[src/rtl/popcount_stream_pkg.sv]
// Shared types and helpers for the popcount_stream block.
// Count-width and saturating-add helpers used by the pipeline and its interface.
package popcount_pkg;

  localparam int MAX_CHUNK = 4;

  function automatic int clog2p1(input int w);
    return $clog2(w + 1);
  endfunction

  // Sum of a and b clamped to the largest w-bit value.
  function automatic logic [31:0] sat_add(input logic [31:0] a, input logic [31:0] b, input int w);
    logic [32:0] sum;
    logic [32:0] max;
    sum = {1'b0, a} + {1'b0, b};
    max = (33'd1 << w) - 33'd1;
    return (sum > max) ? max[31:0] : sum[31:0];
  endfunction

endpackage

[src/rtl/popcount_stream_if.sv]
// Word-in / count-out stream bundle for popcount_stream.
// Optional thresh/out_hit signals exist only with POPCOUNT_STREAM_THRESH_EN defined.
interface popcount_stream_if import popcount_pkg::*; #(
  parameter int WIDTH   = 16,
  parameter int TOTAL_W = 16
) ();
  localparam int CW = clog2p1(WIDTH);

  logic               in_valid;
  logic               in_ready;
  logic [WIDTH-1:0]   in_data;
  logic               in_last;
  logic               out_valid;
  logic               out_ready;
  logic [CW-1:0]      out_count;
  logic [TOTAL_W-1:0] out_total;
  logic               out_last;
  logic               out_sat;
`ifdef POPCOUNT_STREAM_THRESH_EN
  logic [CW-1:0]      thresh;
  logic               out_hit;
`endif

  modport slave (
    input  in_valid, in_data, in_last, out_ready,
`ifdef POPCOUNT_STREAM_THRESH_EN
    input  thresh,
    output out_hit,
`endif
    output in_ready, out_valid, out_count, out_total, out_last, out_sat
  );

  modport master (
    output in_valid, in_data, in_last, out_ready,
`ifdef POPCOUNT_STREAM_THRESH_EN
    output thresh,
    input  out_hit,
`endif
    input  in_ready, out_valid, out_count, out_total, out_last, out_sat
  );

endinterface

[src/rtl/popcount_stream_chunk.sv]
// popcount_chunk: combinational set-bit count of one CHUNK-bit slice.
module popcount_chunk import popcount_pkg::*; #(
  parameter  int CHUNK = 4,
  localparam int CNT_W = clog2p1(CHUNK)
) (
  input  logic [CHUNK-1:0] bits,
  output logic [CNT_W-1:0] cnt
);

  always_comb begin
    cnt = '0;
    for (int i = 0; i < CHUNK; i++) begin
      cnt = cnt + CNT_W'(bits[i]);
    end
  end

endmodule

[src/rtl/popcount_stream.sv]
// popcount_stream: two-stage pipelined popcount with per-packet saturating total.
// Define POPCOUNT_STREAM_THRESH_EN to add the per-word thresh compare (out_hit).
module popcount_stream import popcount_pkg::*; #(
  parameter int WIDTH   = 16,
  parameter int CHUNK   = 4,
  parameter int TOTAL_W = 16
) (
  input  logic             clk,
  input  logic             rst_n,
  popcount_stream_if.slave bus
);

  localparam int CW  = clog2p1(WIDTH);
  localparam int NCH = WIDTH / CHUNK;
  localparam int SCW = clog2p1(CHUNK);
  localparam logic [TOTAL_W-1:0] TOTAL_MAX = '1;

  logic adv;
  logic [NCH-1:0][SCW-1:0] chunk_cnt;

  logic                    s1_valid_q, s1_valid_d;
  logic                    s1_last_q,  s1_last_d;
  logic [NCH-1:0][SCW-1:0] s1_cnt_q,   s1_cnt_d;

  logic               out_valid_q, out_valid_d;
  logic [CW-1:0]      out_count_q, out_count_d;
  logic [TOTAL_W-1:0] out_total_q, out_total_d;
  logic               out_last_q,  out_last_d;
  logic               out_sat_q,   out_sat_d;
  logic [TOTAL_W-1:0] acc_q,       acc_d;
  logic               sticky_q,    sticky_d;

  logic [CW-1:0] word_sum;
  logic          ovf;

`ifdef POPCOUNT_STREAM_THRESH_EN
  logic [CW-1:0] s1_thresh_q, s1_thresh_d;
  logic          out_hit_q,   out_hit_d;
`endif

  // One enable for both stages: the whole pipe moves or the whole pipe holds.
  assign adv          = ~out_valid_q | bus.out_ready;
  assign bus.in_ready = rst_n & adv;

  for (genvar g = 0; g < NCH; g++) begin : g_chunk
    popcount_chunk #(.CHUNK(CHUNK)) u_chunk (
      .bits (bus.in_data[g*CHUNK +: CHUNK]),
      .cnt  (chunk_cnt[g])
    );
  end

  // NOTE: every always_comb output gets a default first, so no path leaves it unassigned and no latch is inferred.
  always_comb begin
    s1_valid_d = s1_valid_q;
    s1_last_d  = s1_last_q;
    s1_cnt_d   = s1_cnt_q;
`ifdef POPCOUNT_STREAM_THRESH_EN
    s1_thresh_d = s1_thresh_q;
`endif
    if (adv) begin
      s1_valid_d = bus.in_valid;
      if (bus.in_valid) begin
        s1_last_d = bus.in_last;
        s1_cnt_d  = chunk_cnt;
`ifdef POPCOUNT_STREAM_THRESH_EN
        s1_thresh_d = bus.thresh;
`endif
      end
    end
  end

  always_comb begin
    word_sum = '0;
    for (int i = 0; i < NCH; i++) begin
      word_sum = word_sum + CW'(s1_cnt_q[i]);
    end

    // The word leaving S2 on this edge folds into acc before the next word's total is formed.
    acc_d    = acc_q;
    sticky_d = sticky_q;
    if (out_valid_q && bus.out_ready) begin
      if (out_last_q) begin
        acc_d    = '0;
        sticky_d = 1'b0;
      end else begin
        acc_d    = out_total_q;
        sticky_d = out_sat_q;
      end
    end

    ovf = ({1'b0, acc_d} + (TOTAL_W+1)'(word_sum)) > {1'b0, TOTAL_MAX};

    out_valid_d = out_valid_q;
    out_count_d = out_count_q;
    out_total_d = out_total_q;
    out_last_d  = out_last_q;
    out_sat_d   = out_sat_q;
`ifdef POPCOUNT_STREAM_THRESH_EN
    out_hit_d = out_hit_q;
`endif
    if (adv) begin
      out_valid_d = s1_valid_q;
      if (s1_valid_q) begin
        out_count_d = word_sum;
        out_total_d = TOTAL_W'(sat_add(32'(acc_d), 32'(word_sum), TOTAL_W));
        out_last_d  = s1_last_q;
        out_sat_d   = sticky_d | ovf;
`ifdef POPCOUNT_STREAM_THRESH_EN
        out_hit_d = (word_sum >= s1_thresh_q);
`endif
      end
    end
  end

  // NOTE: sequential state uses non-blocking assignments so every flop samples pre-edge values.
  always_ff @(posedge clk or negedge rst_n) begin
    if (!rst_n) begin
      s1_valid_q  <= 1'b0;
      s1_last_q   <= 1'b0;
      s1_cnt_q    <= '0;
      out_valid_q <= 1'b0;
      out_count_q <= '0;
      out_total_q <= '0;
      out_last_q  <= 1'b0;
      out_sat_q   <= 1'b0;
      acc_q       <= '0;
      sticky_q    <= 1'b0;
`ifdef POPCOUNT_STREAM_THRESH_EN
      s1_thresh_q <= '0;
      out_hit_q   <= 1'b0;
`endif
    end else begin
      s1_valid_q  <= s1_valid_d;
      s1_last_q   <= s1_last_d;
      s1_cnt_q    <= s1_cnt_d;
      out_valid_q <= out_valid_d;
      out_count_q <= out_count_d;
      out_total_q <= out_total_d;
      out_last_q  <= out_last_d;
      out_sat_q   <= out_sat_d;
      acc_q       <= acc_d;
      sticky_q    <= sticky_d;
`ifdef POPCOUNT_STREAM_THRESH_EN
      s1_thresh_q <= s1_thresh_d;
      out_hit_q   <= out_hit_d;
`endif
    end
  end

  assign bus.out_valid = out_valid_q;
  assign bus.out_count = out_count_q;
  assign bus.out_total = out_total_q;
  assign bus.out_last  = out_last_q;
  assign bus.out_sat   = out_sat_q;
`ifdef POPCOUNT_STREAM_THRESH_EN
  assign bus.out_hit   = out_hit_q;
`endif

endmodule
[src/flat_wrapper.sv]
// flat-port wrapper written by rule: the top's interface ports become plain ports
module popcount_stream_flat import popcount_pkg::*;
#(
  parameter int WIDTH   = 16,
  parameter int CHUNK   = 4,
  parameter int TOTAL_W = 16
)
  (clk, rst_n, bus_in_valid, bus_in_data, bus_in_last, bus_out_ready, bus_in_ready, bus_out_valid, bus_out_count, bus_out_total, bus_out_last, bus_out_sat);
  popcount_stream_if #(.WIDTH(WIDTH), .TOTAL_W(TOTAL_W)) bus_i ();
  input  logic clk;
  input  logic rst_n;
  input wire logic [$bits(bus_i.in_valid)-1:0] bus_in_valid;
  input wire logic [$bits(bus_i.in_data)-1:0] bus_in_data;
  input wire logic [$bits(bus_i.in_last)-1:0] bus_in_last;
  input wire logic [$bits(bus_i.out_ready)-1:0] bus_out_ready;
  output wire logic [$bits(bus_i.in_ready)-1:0] bus_in_ready;
  output wire logic [$bits(bus_i.out_valid)-1:0] bus_out_valid;
  output wire logic [$bits(bus_i.out_count)-1:0] bus_out_count;
  output wire logic [$bits(bus_i.out_total)-1:0] bus_out_total;
  output wire logic [$bits(bus_i.out_last)-1:0] bus_out_last;
  output wire logic [$bits(bus_i.out_sat)-1:0] bus_out_sat;
  assign bus_i.in_valid = bus_in_valid;
  assign bus_i.in_data = bus_in_data;
  assign bus_i.in_last = bus_in_last;
  assign bus_i.out_ready = bus_out_ready;
  assign bus_in_ready = bus_i.in_ready;
  assign bus_out_valid = bus_i.out_valid;
  assign bus_out_count = bus_i.out_count;
  assign bus_out_total = bus_i.out_total;
  assign bus_out_last = bus_i.out_last;
  assign bus_out_sat = bus_i.out_sat;
  popcount_stream #(.WIDTH(WIDTH), .CHUNK(CHUNK), .TOTAL_W(TOTAL_W)) u_core (.clk(clk), .rst_n(rst_n), .bus(bus_i));
endmodule
[config.mk]
export PLATFORM = sky130hd
export DESIGN_NAME = popcount_stream_flat
export DESIGN_NICKNAME = d
export VERILOG_FILES = /design/src/rtl/popcount_stream_pkg.sv /design/src/rtl/popcount_stream_if.sv /design/src/rtl/popcount_stream_chunk.sv /design/src/rtl/popcount_stream.sv /design/src/flat_wrapper.sv
export SDC_FILE = /design/constraint.sdc
export NUM_CORES = 1
export LEC_CHECK = 0
export ABC_AREA = 1
export BUFFER_PORTS_ARGS = -buffer_cell sky130_fd_sc_hd__buf_4
export CORE_MARGIN = 5
export CORE_UTILIZATION = 35
export CTS_BUF_LIST = sky130_fd_sc_hd__clkbuf_16
export DETAILED_ROUTE_END_ITERATION = 8
export PLACE_DENSITY = 0.57
export SLEW_MARGIN = 20
export SYNTH_ARGS = -nofsm -noshare
export SYNTH_HDL_FRONTEND = slang
export SYNTH_SLANG_ARGS = --single-unit
export TNS_END_PERCENT = 30
[constraint.sdc]
create_clock -name clk -period 4.7 [get_ports clk]
set_clock_uncertainty 0.2 [all_clocks]
set_input_delay 0.47 -clock clk [delete_from_list [all_inputs] [get_ports clk]]
set_output_delay 0.47 -clock clk [all_outputs]
set_load 0.02 [all_outputs]
==> reports/summary.txt <==
TritonRoute pass-1 iters: 4
Yosys top cell by area: dfrtp_1
Finished Core Util: 0.4185
worst endpoint required time: 4680 ps
# DRC: 0
reg2reg end: u_core.bus.out_total[15]$_DFFE_PN0P_
Layout area overhead: 16.55%
Worst Path Buf+Inv: 4
Final Cell Area: 0.003885 sq mm
minimum clock period: 4034 ps
CP Cell Sequence: ha_1, fa_1, inv_1, fa_1, inv_1, ha_1, inv_1, fa_1, xnor2_1, ha_1, nand2_1, inv_1, nand2_1, nand2_1, nor2_1, nor2_4, nand3_1, nand2_1, nand2_1, nand2_1, nand2_1, nand2_1
final net count: 475
Core ar.: 0.009284 sq mm
Fin Setup TNS: 0 ps
die area: 0.01158 sq mm
post-synthesis adder-cell area fraction: 0.1314
critical path's most frequent cell: nand2_1
setup violators final: 0
Final Max Slew Viols: 0
list of most frequent post-synthesis cells: 121 x nand2_1, 55 x dfrtp_1, 55 x inv_1, 19 x ha_1, 18 x nor2_1
CP delay by family, top: adder cells
Clock Sinks: 55
Cell variety after synth: 34
worst r2r src: u_core.s1_cnt_q[3]$_DFFE_PN0P_
PortBufs: 45
Startpoint Class: flip-flop
hpwl dp: 4917 um
CP Class: reg2reg
max-cap violations: 0
Critical Path Max Stage Delay: 480 ps
row cnt: 35
yosys warns: 0
Final Hold Viols: 0
most frequent cell after synthesis: nand2_1
#FFs+latches synth: 55
# IOs: 46
post-synth top area share: 0.4129
share of cells above drive strength 1: 0.2042
mux contribution to synthesized area: 0.03041
wire per inst: 12.03 um
Worst EP arrival: 4010 ps
TritonCTS buffer count: 5
Max Root-Sink Buffers: 2
largest net degree at the start of global routing: 57
Critical Path Fanout Max: 9
Die Wd: 107.6 um
placed cell area: 0.003749 sq mm
Post-Synthesis Cells: 383
worst skew pair latency: 290 ps
total track usage: 0.1270
antenna cell count: 0
DR vias: 2533
CTS tree: built
post-CTS setup buffers: 0
Switching Power: 904.2 uW
Synth Area in Compound Gates: 0.07770
Root Buffer: clkbuf_16
XOR/XNOR Fraction of Synth Area: 0.02102
Filler cells: 985
vias in the first global route: 2511
Seq/Total Area, Yosys: 0.4129
Routability Congestion: 0.7411
DR vias/cell: 4.564
power per cell area: 557.6 mW/mm^2
Synth Net Count: 433
Area contributors post-synth: dfrtp_1 41%, nand2_1 14%, ha_1 7.1%, inv_1 6.2%, fa_1 6.0%
first-pass GRT wire length: 11930 um
R2R Setup Slk: 670 ps
Post-Synth Simple-Gate Area: 0.2316
clock-pin slew on the worst setup and hold paths: 70 ps
Lkg Pwr: 0.002092 uW
crit end category: flip-flop
f_max: 247.9 MHz
total gr overflow: 0
Final Cycle Share: 0.8583
Post-Syn Area: 0.003333 sq mm
Resize count post-CTS: 0
CP Depth: 22
initial core utilization: 0.3590
Sw Share: 0.4174
Post-CTS Hold Buffers: 0
Post-synth EDFFs: 0
Clk pwr share: 0.163
ANT nets after route: 0
Slowest-stage cell, CP: fa_1
register share of total power: 0.304
RSZ-0062 raised after global routing: false
largest family of logic cells by synthesized area: simple AND/OR/NAND/NOR gates
asr flop ratio synth: 1.000
type of the most critical hold path: in2async
Logic pwr share: 0.533
VDD IR max: 238.1 uV
die height: 107.6 um
r2r worst-path depth: 22
initial detailed-routing violation count: 72
syn avg cell area: 8.703 sq um
status: finished, final reports clean
H-tree depth: 2
Cell Int Power: 1262 uW
Slew HR: 0.5224
total routed wirelength: 6678 um
dominant synthesized flop cell: dfrtp_1
Worst-Margin Slew: 716.3 ps
antenna violations before repair: 0
[stage by stage]
stage | hold slack, ps | cells | setup WS (ps) | power (uW)
CTS | 73.93 | 555 | 659.9 | 2200
global route | 100.7 | 555 | 345.0 | 2407
global placement | 252.8 | 547 | 756.6 | 1817
detailed placement | 255.6 | 547 | 674.5 | 1840
floorplan | -25.59 | 383 | 967.1 | 1543
finish | 38.23 | 555 | 666.1 | 2166
[registers in the layout, summed over array words and instances (netlist names)]
name and flops:
u_core.bus.out_count 5, u_core.acc_q 16, u_core.bus.out_last 1, u_core.bus.out_valid 1, u_core.bus.out_total 16, u_core.bus.out_sat 1
u_core.s1_last_q 1, u_core.s1_cnt_q 12, u_core.sticky_q 1, u_core.s1_valid_q 1
[metal layers]
metal | global-route usage | up-vias | wire length (um)
li1 | - | 1284 | -
met1 | 0.1641 | 1190 | 3071
met2 | 0.2145 | 55 | 3205
met3 | 0.03239 | 4 | 360
met4 | 0.02705 | 0 | 40
met5 | 0 | - | 0
[layout make-up]
cell class	count	area (sq um)	area share
clock buffer	5	125.1	0.03221
clock inverter	3	11.26	0.002899
inverter	59	222.7	0.05733
multi-input combinational	258	1643	0.4229
sequential	55	1376	0.3543
tap	129	161.4	0.04155
timing repair buffer	46	345.3	0.08889
[placed cells by master, fill, tap and decap left out, drive strengths merged]
cell,count
a21o,1
a21oi,11
a31oi,2
buf,46
clkbuf,5
clkinv,5
dfrtp,55
fa,10
ha,19
inv,57
mux2,9
nand2,129
nand3,15
nand3b,1
nand4,7
nor2,20
nor3,2
o21ai,21
o31ai,3
xnor2,6
xor2,2
[power by group through the flow]
stage               Clock, uW  Combinational (uW)  Sequential [uW]
finish                    353                1150              658
global route              387                1350              671
CTS                       363                1180              659
detailed placement          0                1170              667
global placement            0                1150              668
floorplan                   0                 828              714
[cell families after synthesis]
family	Yosys count
flops	55
compound gates	38
xor+xnor	8
mux	9
simple gates	174
fa+ha+maj	29
buf+inv	70
[worst max path at each step]
stage / start / to / slack (ps)
detailed placement: u_core.s1_cnt_q[3]$_DFFE_PN0P_ / u_core.bus.out_total[15]$_DFFE_PN0P_ / 670
finish: u_core.s1_cnt_q[3]$_DFFE_PN0P_ / u_core.bus.out_total[15]$_DFFE_PN0P_ / 670
global route: u_core.s1_cnt_q[3]$_DFFE_PN0P_ / u_core.bus.out_total[10]$_DFFE_PN0P_ / 350
global placement: u_core.s1_cnt_q[0]$_DFFE_PN0P_ / u_core.bus.out_total[15]$_DFFE_PN0P_ / 760
floorplan: u_core.s1_cnt_q[0]$_DFFE_PN0P_ / u_core.bus.out_total[15]$_DFFE_PN0P_ / 970
CTS: u_core.s1_cnt_q[3]$_DFFE_PN0P_ / u_core.bus.out_total[15]$_DFFE_PN0P_ / 660
Note: power is estimated with default switching activity, not from simulation.
